==> src/rtl/seq_magnitude_comparator_if.sv <==
// Request/result bundle for seq_magnitude_comparator.
// Optional SEQ_CMP_CYCLE_COUNT_EN adds the cycles result field.
interface seq_magnitude_comparator_if #(
    parameter int unsigned WIDTH = 32,
    parameter int unsigned DIGIT = 1
);
    localparam int unsigned NDIG = WIDTH / DIGIT;
    localparam int unsigned CW   = $clog2(NDIG + 1);

    logic             start;
    logic             mode;
    logic             sgn;
    logic [WIDTH-1:0] a;
    logic [WIDTH-1:0] b;
    logic             busy;
    logic             done;
    logic             L;
    logic             E;
    logic             G;
`ifdef SEQ_CMP_CYCLE_COUNT_EN
    logic [CW-1:0]    cycles;

    modport master (output start, mode, sgn, a, b,
                    input  busy, done, L, E, G, cycles);
    modport slave  (input  start, mode, sgn, a, b,
                    output busy, done, L, E, G, cycles);
`else
    modport master (output start, mode, sgn, a, b,
                    input  busy, done, L, E, G);
    modport slave  (input  start, mode, sgn, a, b,
                    output busy, done, L, E, G);
`endif
endinterface

==> src/rtl/seq_magnitude_comparator.sv <==
// Multi-cycle magnitude comparator: parallel or MSB-first serial with early exit.
// Optional SEQ_CMP_CYCLE_COUNT_EN reports the RUN cycles of the last compare.
module seq_magnitude_comparator #(
    parameter int unsigned WIDTH = 32,
    parameter int unsigned DIGIT = 1
) (
    input  logic                         clk,
    input  logic                         rst,
    seq_magnitude_comparator_if.slave    bus
);
    localparam int unsigned NDIG = WIDTH / DIGIT;
    localparam int unsigned KW   = (NDIG > 1) ? $clog2(NDIG) : 1;
    localparam int unsigned CW   = $clog2(NDIG + 1);
    localparam logic [WIDTH-1:0] SIGN_MASK = {1'b1, {(WIDTH-1){1'b0}}};

    typedef enum logic [1:0] {S_IDLE, S_RUN, S_DONE} state_e;

    state_e           state_q, state_d;
    logic [WIDTH-1:0] a_q, a_d, b_q, b_d;
    logic             mode_q, mode_d;
    logic [KW-1:0]    k_q, k_d;
    logic             busy_q, busy_d, done_q, done_d;
    logic             l_q, l_d, e_q, e_d, g_q, g_d;
`ifdef SEQ_CMP_CYCLE_COUNT_EN
    logic [CW-1:0]    cycles_q, cycles_d;
`endif

    logic [DIGIT-1:0] a_top, b_top;

    // Operands shift left each serial cycle, so the current digit is always on top.
    assign a_top = a_q[WIDTH-1 -: DIGIT];
    assign b_top = b_q[WIDTH-1 -: DIGIT];

    always_comb begin
        state_d = state_q;
        a_d     = a_q;
        b_d     = b_q;
        mode_d  = mode_q;
        k_d     = k_q;
        busy_d  = busy_q;
        done_d  = 1'b0;
        l_d     = l_q;
        e_d     = e_q;
        g_d     = g_q;
`ifdef SEQ_CMP_CYCLE_COUNT_EN
        cycles_d = cycles_q;
`endif
        case (state_q)
            S_IDLE: begin
                if (bus.start) begin
                    // Flipping the MSB maps two's-complement order onto unsigned order.
                    a_d     = bus.a ^ (bus.sgn ? SIGN_MASK : '0);
                    b_d     = bus.b ^ (bus.sgn ? SIGN_MASK : '0);
                    mode_d  = bus.mode;
                    k_d     = KW'(NDIG - 1);
                    l_d     = 1'b0;
                    e_d     = 1'b0;
                    g_d     = 1'b0;
                    busy_d  = 1'b1;
                    state_d = S_RUN;
                end
            end
            S_RUN: begin
                if (!mode_q) begin
                    l_d    = a_q < b_q;
                    e_d    = a_q == b_q;
                    g_d    = a_q > b_q;
                    done_d = 1'b1;
                end else if (a_top != b_top) begin
                    l_d    = a_top < b_top;
                    g_d    = a_top > b_top;
                    done_d = 1'b1;
                end else if (k_q == '0) begin
                    e_d    = 1'b1;
                    done_d = 1'b1;
                end else begin
                    k_d = k_q - KW'(1);
                    a_d = a_q << DIGIT;
                    b_d = b_q << DIGIT;
                end
                if (done_d) begin
                    busy_d  = 1'b0;
                    state_d = S_DONE;
`ifdef SEQ_CMP_CYCLE_COUNT_EN
                    cycles_d = CW'(NDIG) - CW'(k_q);
`endif
                end
            end
            S_DONE:  state_d = S_IDLE;
            default: state_d = S_IDLE;
        endcase
    end

    always_ff @(posedge clk or negedge rst) begin
        if (!rst) begin
            state_q <= S_IDLE;
            a_q     <= '0;
            b_q     <= '0;
            mode_q  <= 1'b0;
            k_q     <= '0;
            busy_q  <= 1'b0;
            done_q  <= 1'b0;
            l_q     <= 1'b0;
            e_q     <= 1'b0;
            g_q     <= 1'b0;
`ifdef SEQ_CMP_CYCLE_COUNT_EN
            cycles_q <= '0;
`endif
        end else begin
            state_q <= state_d;
            a_q     <= a_d;
            b_q     <= b_d;
            mode_q  <= mode_d;
            k_q     <= k_d;
            busy_q  <= busy_d;
            done_q  <= done_d;
            l_q     <= l_d;
            e_q     <= e_d;
            g_q     <= g_d;
`ifdef SEQ_CMP_CYCLE_COUNT_EN
            cycles_q <= cycles_d;
`endif
        end
    end

    assign bus.busy = busy_q;
    assign bus.done = done_q;
    assign bus.L    = l_q;
    assign bus.E    = e_q;
    assign bus.G    = g_q;
`ifdef SEQ_CMP_CYCLE_COUNT_EN
    assign bus.cycles = cycles_q;
`endif
endmodule

==> src/flat_wrapper.sv <==
// flat-port wrapper written by rule: the top's interface ports become plain ports
module seq_magnitude_comparator_flat 
#(
    parameter int unsigned WIDTH = 32,
    parameter int unsigned DIGIT = 1
)
  (clk, rst, bus_start, bus_mode, bus_sgn, bus_a, bus_b, bus_busy, bus_done, bus_L, bus_E, bus_G);
  seq_magnitude_comparator_if #(.WIDTH(WIDTH), .DIGIT(DIGIT)) bus_i ();
  input  logic clk;
  input  logic rst;
  input wire logic [$bits(bus_i.start)-1:0] bus_start;
  input wire logic [$bits(bus_i.mode)-1:0] bus_mode;
  input wire logic [$bits(bus_i.sgn)-1:0] bus_sgn;
  input wire logic [$bits(bus_i.a)-1:0] bus_a;
  input wire logic [$bits(bus_i.b)-1:0] bus_b;
  output wire logic [$bits(bus_i.busy)-1:0] bus_busy;
  output wire logic [$bits(bus_i.done)-1:0] bus_done;
  output wire logic [$bits(bus_i.L)-1:0] bus_L;
  output wire logic [$bits(bus_i.E)-1:0] bus_E;
  output wire logic [$bits(bus_i.G)-1:0] bus_G;
  assign bus_i.start = bus_start;
  assign bus_i.mode = bus_mode;
  assign bus_i.sgn = bus_sgn;
  assign bus_i.a = bus_a;
  assign bus_i.b = bus_b;
  assign bus_busy = bus_i.busy;
  assign bus_done = bus_i.done;
  assign bus_L = bus_i.L;
  assign bus_E = bus_i.E;
  assign bus_G = bus_i.G;
  seq_magnitude_comparator #(.WIDTH(WIDTH), .DIGIT(DIGIT)) u_core (.clk(clk), .rst(rst), .bus(bus_i));
endmodule
==> config.mk <==
export PLATFORM = sky130hd
export DESIGN_NAME = seq_magnitude_comparator_flat
export DESIGN_NICKNAME = d
export VERILOG_FILES = /design/src/rtl/seq_magnitude_comparator_if.sv /design/src/rtl/seq_magnitude_comparator.sv /design/src/flat_wrapper.sv
export SDC_FILE = /design/constraint.sdc
export NUM_CORES = 1
export LEC_CHECK = 0
export ABC_AREA = 0
export BUFFER_PORTS_ARGS = -buffer_cell sky130_fd_sc_hd__buf_4
export CORE_ASPECT_RATIO = 1.75
export CORE_UTILIZATION = 51
export DETAILED_ROUTE_END_ITERATION = 6
export GPL_ROUTABILITY_DRIVEN = 0
export PLACE_DENSITY = 0.88
export SLEW_MARGIN = 40
export SYNTH_ARGS = -nofsm -noshare
export SYNTH_HDL_FRONTEND = slang
export SYNTH_SLANG_ARGS = --single-unit
export TNS_END_PERCENT = 1
==> constraint.sdc <==
create_clock -name clk -period 1.7 [get_ports clk]
set_input_delay 0.255 -clock clk [delete_from_list [all_inputs] [get_ports clk]]
set_output_delay 0.255 -clock clk [all_outputs]
set_load 0.03 [all_outputs]
---- Word level (Yosys, flattened, before mapping) ----
Cells that the tools add are included.
operators by class
  add/subtract/negate cells ............... 1
  $lt $le $gt $ge ......................... 4
  eq/ne operators ......................... 11
  multiplexer cells ....................... 38
  bitwise gates (word level) .............. 2
  reduce and logical (&&, ||, !) cells .... 9
operator list
  cell                   count
  $mux W32               9
  $pmux W32 S2           2
  $xor A32 B32 Y32       2
  $eq A32 B32 Y1         1
  $gt A32 B32 Y1         1
  $lt A32 B32 Y1         1
  $mux W5                4
  $mux W1                15
  $pmux W5 S2            1
  $ne A3 B3 Y1 const B   3
  $pmux W1 S2            4
  $ne A2 B2 Y1 const B   3
  $reduce_and A3 Y1      2
  $logic_not A5 Y1       1
  $reduce_and A5 Y1      1
  $sub A5 B1 Y5 const B  1
  $mux W2                2
  $ne A2 B1 Y1 const B   2
  $pmux W2 S2            1
  $reduce_and A2 Y1      2
  $reduce_and A4 Y1      1
  $eq A2 B1 Y1 const B   1
  $logic_not A2 Y1       1
  $reduce_bool A2 Y1     1
  3 further kinds        3
storage, ports and cells
  bits in registers ....................... 77
  bits of input ports ..................... 69

---- Logic depth before layout (Yosys ltp) ----
  depth after elaboration ................. 7
  depth in mapped cells ................... 9

---- Worst setup path before layout ----
Ideal clock, no wire load.
  kind .................................... register to register
  from .................................... register u_core.b_q[1]
  to ...................................... register u_core.g_q (netlist: u_core.bus.G)
  library setup time ...................... 0.124 ns
  arrival ................................. 1.637 ns
  required time ........................... 1.576 ns
  setup slack ............................. -0.061 ns
  stages on the path, launching flop included .. 8
  path buffers ............................ 0
  cell sequence ........................... dfrtp_1 -> inv_1 -> ha_1 -> nor2b_1 -> o211ai_1 -> a2111oi_0 -> o41a_1 -> o31a_1
between the ends
  word-level cells in the longest chain between the ends .. 3
RTL lines
  item                    RTL line                         text
  from (decl)             seq_magnitude_comparator.sv:19   logic [WIDTH-1:0] a_q, a_d, b_q, b_d;
  from (signal assigned)  seq_magnitude_comparator.sv:98   b_q <= '0;
  from (signal assigned)  seq_magnitude_comparator.sv:112  b_q <= b_d;
  $gt A32 B32 Y1          seq_magnitude_comparator.sv:67   g_d = a_q > b_q;
  $mux W1                 seq_magnitude_comparator.sv:64   if (!mode_q) begin
  $pmux W1 S2             seq_magnitude_comparator.sv:48   case (state_q)
  to (signal assigned)    seq_magnitude_comparator.sv:119  g_q <= g_d;
  to (decl)               seq_magnitude_comparator.sv:23   logic l_q, l_d, e_q, e_d, g_q, g_d;
Every way passes these cells.
A chain may end at the register's enable or synchronous reset.

---- Worst setup path after layout ----
Same ends and word-level chain as after synthesis.

==> impl_metrics.toml <==
[power_and_ir_drop]
power.internal_mw = 7.08
comb_power_share_pct = 56.0
vdd_drop_max_uv = 1190
p_leak_nw = 2.93
power_mw = 12.2
power_switching_mw = 5.10
powerDensity_nw_per_um2 = 2050
pwr-share-seq_pct = 27.4
switching_share_pct = 41.9
clkPwrFrac_pct = 16.6

[cells_and_area]
finalNonFillerCells = 773
n_fill_cell = 578
drive_gt1_share_pct = 28.1
antenna_cells = 0
fin_area_sq_um = 5930
areaGrowthSynthToFinish_pct = 35.6
nets = 758
fin_util_pct = 71.4
seqCellArea_sq_um = 1930
multi_input_area_sq_um = 2230

[detailed_routing]
drc = 0
routedWlPerCell_microns = 15.2
vias = 4251
ant_nets = 0
drt_first_pass_iters = 5
viasPerCell = 5.50
initialDrtViolationCount = 293
finalWirelength_mm = 11.7

[synth]
synthArstFlopShare_pct = 100
yosys_warnings = 0
avgSynthCellArea_sq_um = 8.38
synthTopCellsByCount = "139 x nand2_1, 77 x dfrtp_1, 70 x nor2_1"
ys_ff_latch = 77
synthCells = 522
synth_edf_count = 0
synth_top_area_share_pct = 44.1
synth_most_common_cell = "nand2_1"
dominantRegCellSynth = "dfrtp_1"
seq_area_frac_synth_pct = 44.1
synth_cell_type_count = 40
synth_top_area_cell = "dfrtp_1"
synth_area_leaders = "dfrtp_1 44%, nand2_1 12%, ha_1 10%, a31oi_1 8.9%, nor2_1 6.0%"
synth_nets = 627
netlist_area_sq_um = 4370

[clock_tree]
cts_tree = "built"
insertion_delay_ps = 340
cts.sinks = 77
cts_setup_buffers = 0
h-tree-depth = 3
cts_buffers = 9
root_buffer = "clkbuf_16"
clk_pin_slew_ps = 60
clk_path_buf_depth = 2

[grt]
grt_pass1_wl_mm = 19.8
grt_max_degree = 41
overflow = 0
grt_use_total_pct = 28.3
antenna_found_initial = 0
grt_pass1_vias = 4462

[worst_hold_path]
min_path_type = "in2reg"
worstHoldStart = "bus_b[0]"

[sta]
worst_pin_slew_ps = 413
layout_min_cycle_time_ps = 1910
setup_viol = 54
setup_tns_ps = -1610
fmax_mhz = 523
finalMaxSlewViolations = 0
grt_setup_unrepaired = "true"
skew_ps = 7.14
min_period_over_period_pct = 112
fin_ws_ps = -212
finalHoldViolCount = 0
finalHoldWorstSlack_ps = 125
relSlewSlack_pct = 72.5

[floorplan]
die_y_microns = 125
start_util_pct = 52.6
die_area_sq_um = 8970
coreArea_sq_um = 8310
num_io_pins = 74
die_w_microns = 72.0
fp-row-count = 44

[placement]
hpwl_mm = 8.12
dp_slack_ps = -182
place_area_sq_um = 5540
io_buffers = 73
dp.cells = 756

[setup_path]
worst-endpoint-required_ps = 1930
worstSetupEndpointType = "flip-flop"
worstPathMaxFanout = 2
path_class = "reg2reg"
start_kind = "flip-flop"
critical_path_arrival_ps = 2140
r2r-start = "u_core.b_q[1]"
cp-startpoint = "u_core.b_q[1]"

[status]
violations = "negative setup slack"
outcome = "finished, violations left"

[flow_run]
drv_cap = 0
-- routing by layer --
metal	share of wire [%]	global-route usage, %
met4	3.2	14.2
met5	0	0
met3	4.3	5.91
met1	39	32.5
met2	53	48.6
-- cells by family after synthesis --
group	synth area share, %
buffers and inverters	7.27
and+or+nand+nor	22.5
adders and majority gates	10.3
DFF	44.1
xor gates and xnor gates	1.00
AOI/OAI and AO/OA	14.9
-- repair_timing --
item | 4_1_cts | 5_1_grt
pin swaps | 7 | 8
gates cloned | 0 | 0
hold buffers | 1 | 0
setup endpoints to repair | 68 | 69
hold endpoints to repair | 25 | 0
resized for setup | 12 | 9
-- cell usage in the layout (no fill, tap or decap), types with 2 or more instances in the layout --
cell type / count
o21ai_0: 4
ha_1: 33
nand2_1: 138
clkbuf_16: 9
inv_1: 33
nor2_2: 3
inv_2: 3
nand3_1: 4
xnor2_1: 3
a21oi_1: 15
buf_4: 144
dfrtp_1: 77
ha_4: 3
nor2_1: 67
a211oi_1: 2
clkinv_2: 3
a21o_1: 2
nand4_1: 8
bufinv_16: 2
a21oi_2: 2
buf_12: 5
clkbuf_1: 2
o211ai_1: 4
o21ai_1: 4
a31oi_1: 62
-- power by group through the flow --
stage	combinational (mW)	clock [mW]	sequential, mW
floorplan	3.96	0	3.34
global placement	6.13	0	3.24
detailed placement	6.46	0	3.30
finish	6.82	2.03	3.34
global route	7.54	2.14	3.42
CTS	6.69	2.05	3.31
-- path summary, 6_finish.rpt --
path | to | slack (ps) | depth (start not counted)
max reg2reg | u_core.bus.G | -210 | 7
min in group asynchronous | u_core.b_q[19] | 370 | 2
min reg2reg | u_core.bus.busy | 520 | 2
min | u_core.b_q[0] | 120 | 3
max | u_core.bus.G | -210 | 7
max in group asynchronous | u_core.k_q[1] | 780 | 3
-- state kept, by name (all words and copies together), names as in the netlist --
register	count
u_core.state_q	2
u_core.mode_q	1
u_core.bus.done	1
u_core.b_q	32
u_core.bus.busy	1
u_core.bus.L	1
u_core.k_q	5
u_core.bus.G	1
u_core.a_q	32
u_core.bus.E	1
-- worst max-delay path, stage by stage, from the launching register on --
cell       delay (ps)
dfrtp_1           350
inv_1              50
ha_1              290
nor2b_1           140
o211ai_1          190
a2111oi_1         120
o41a_1            370
o31a_1            300
-- area by class of cell --
type | instances | area share (%)
Timing Repair Buffer | 150 | 20.1
Inverter | 36 | 2.28
Multi-Input combinational cell | 379 | 37.6
Sequential cell | 77 | 32.5
Clock buffer | 11 | 3.92
Tap cell | 115 | 2.43
Clock inverter | 5 | 1.27
Note: power is estimated with default switching activity, not from simulation.
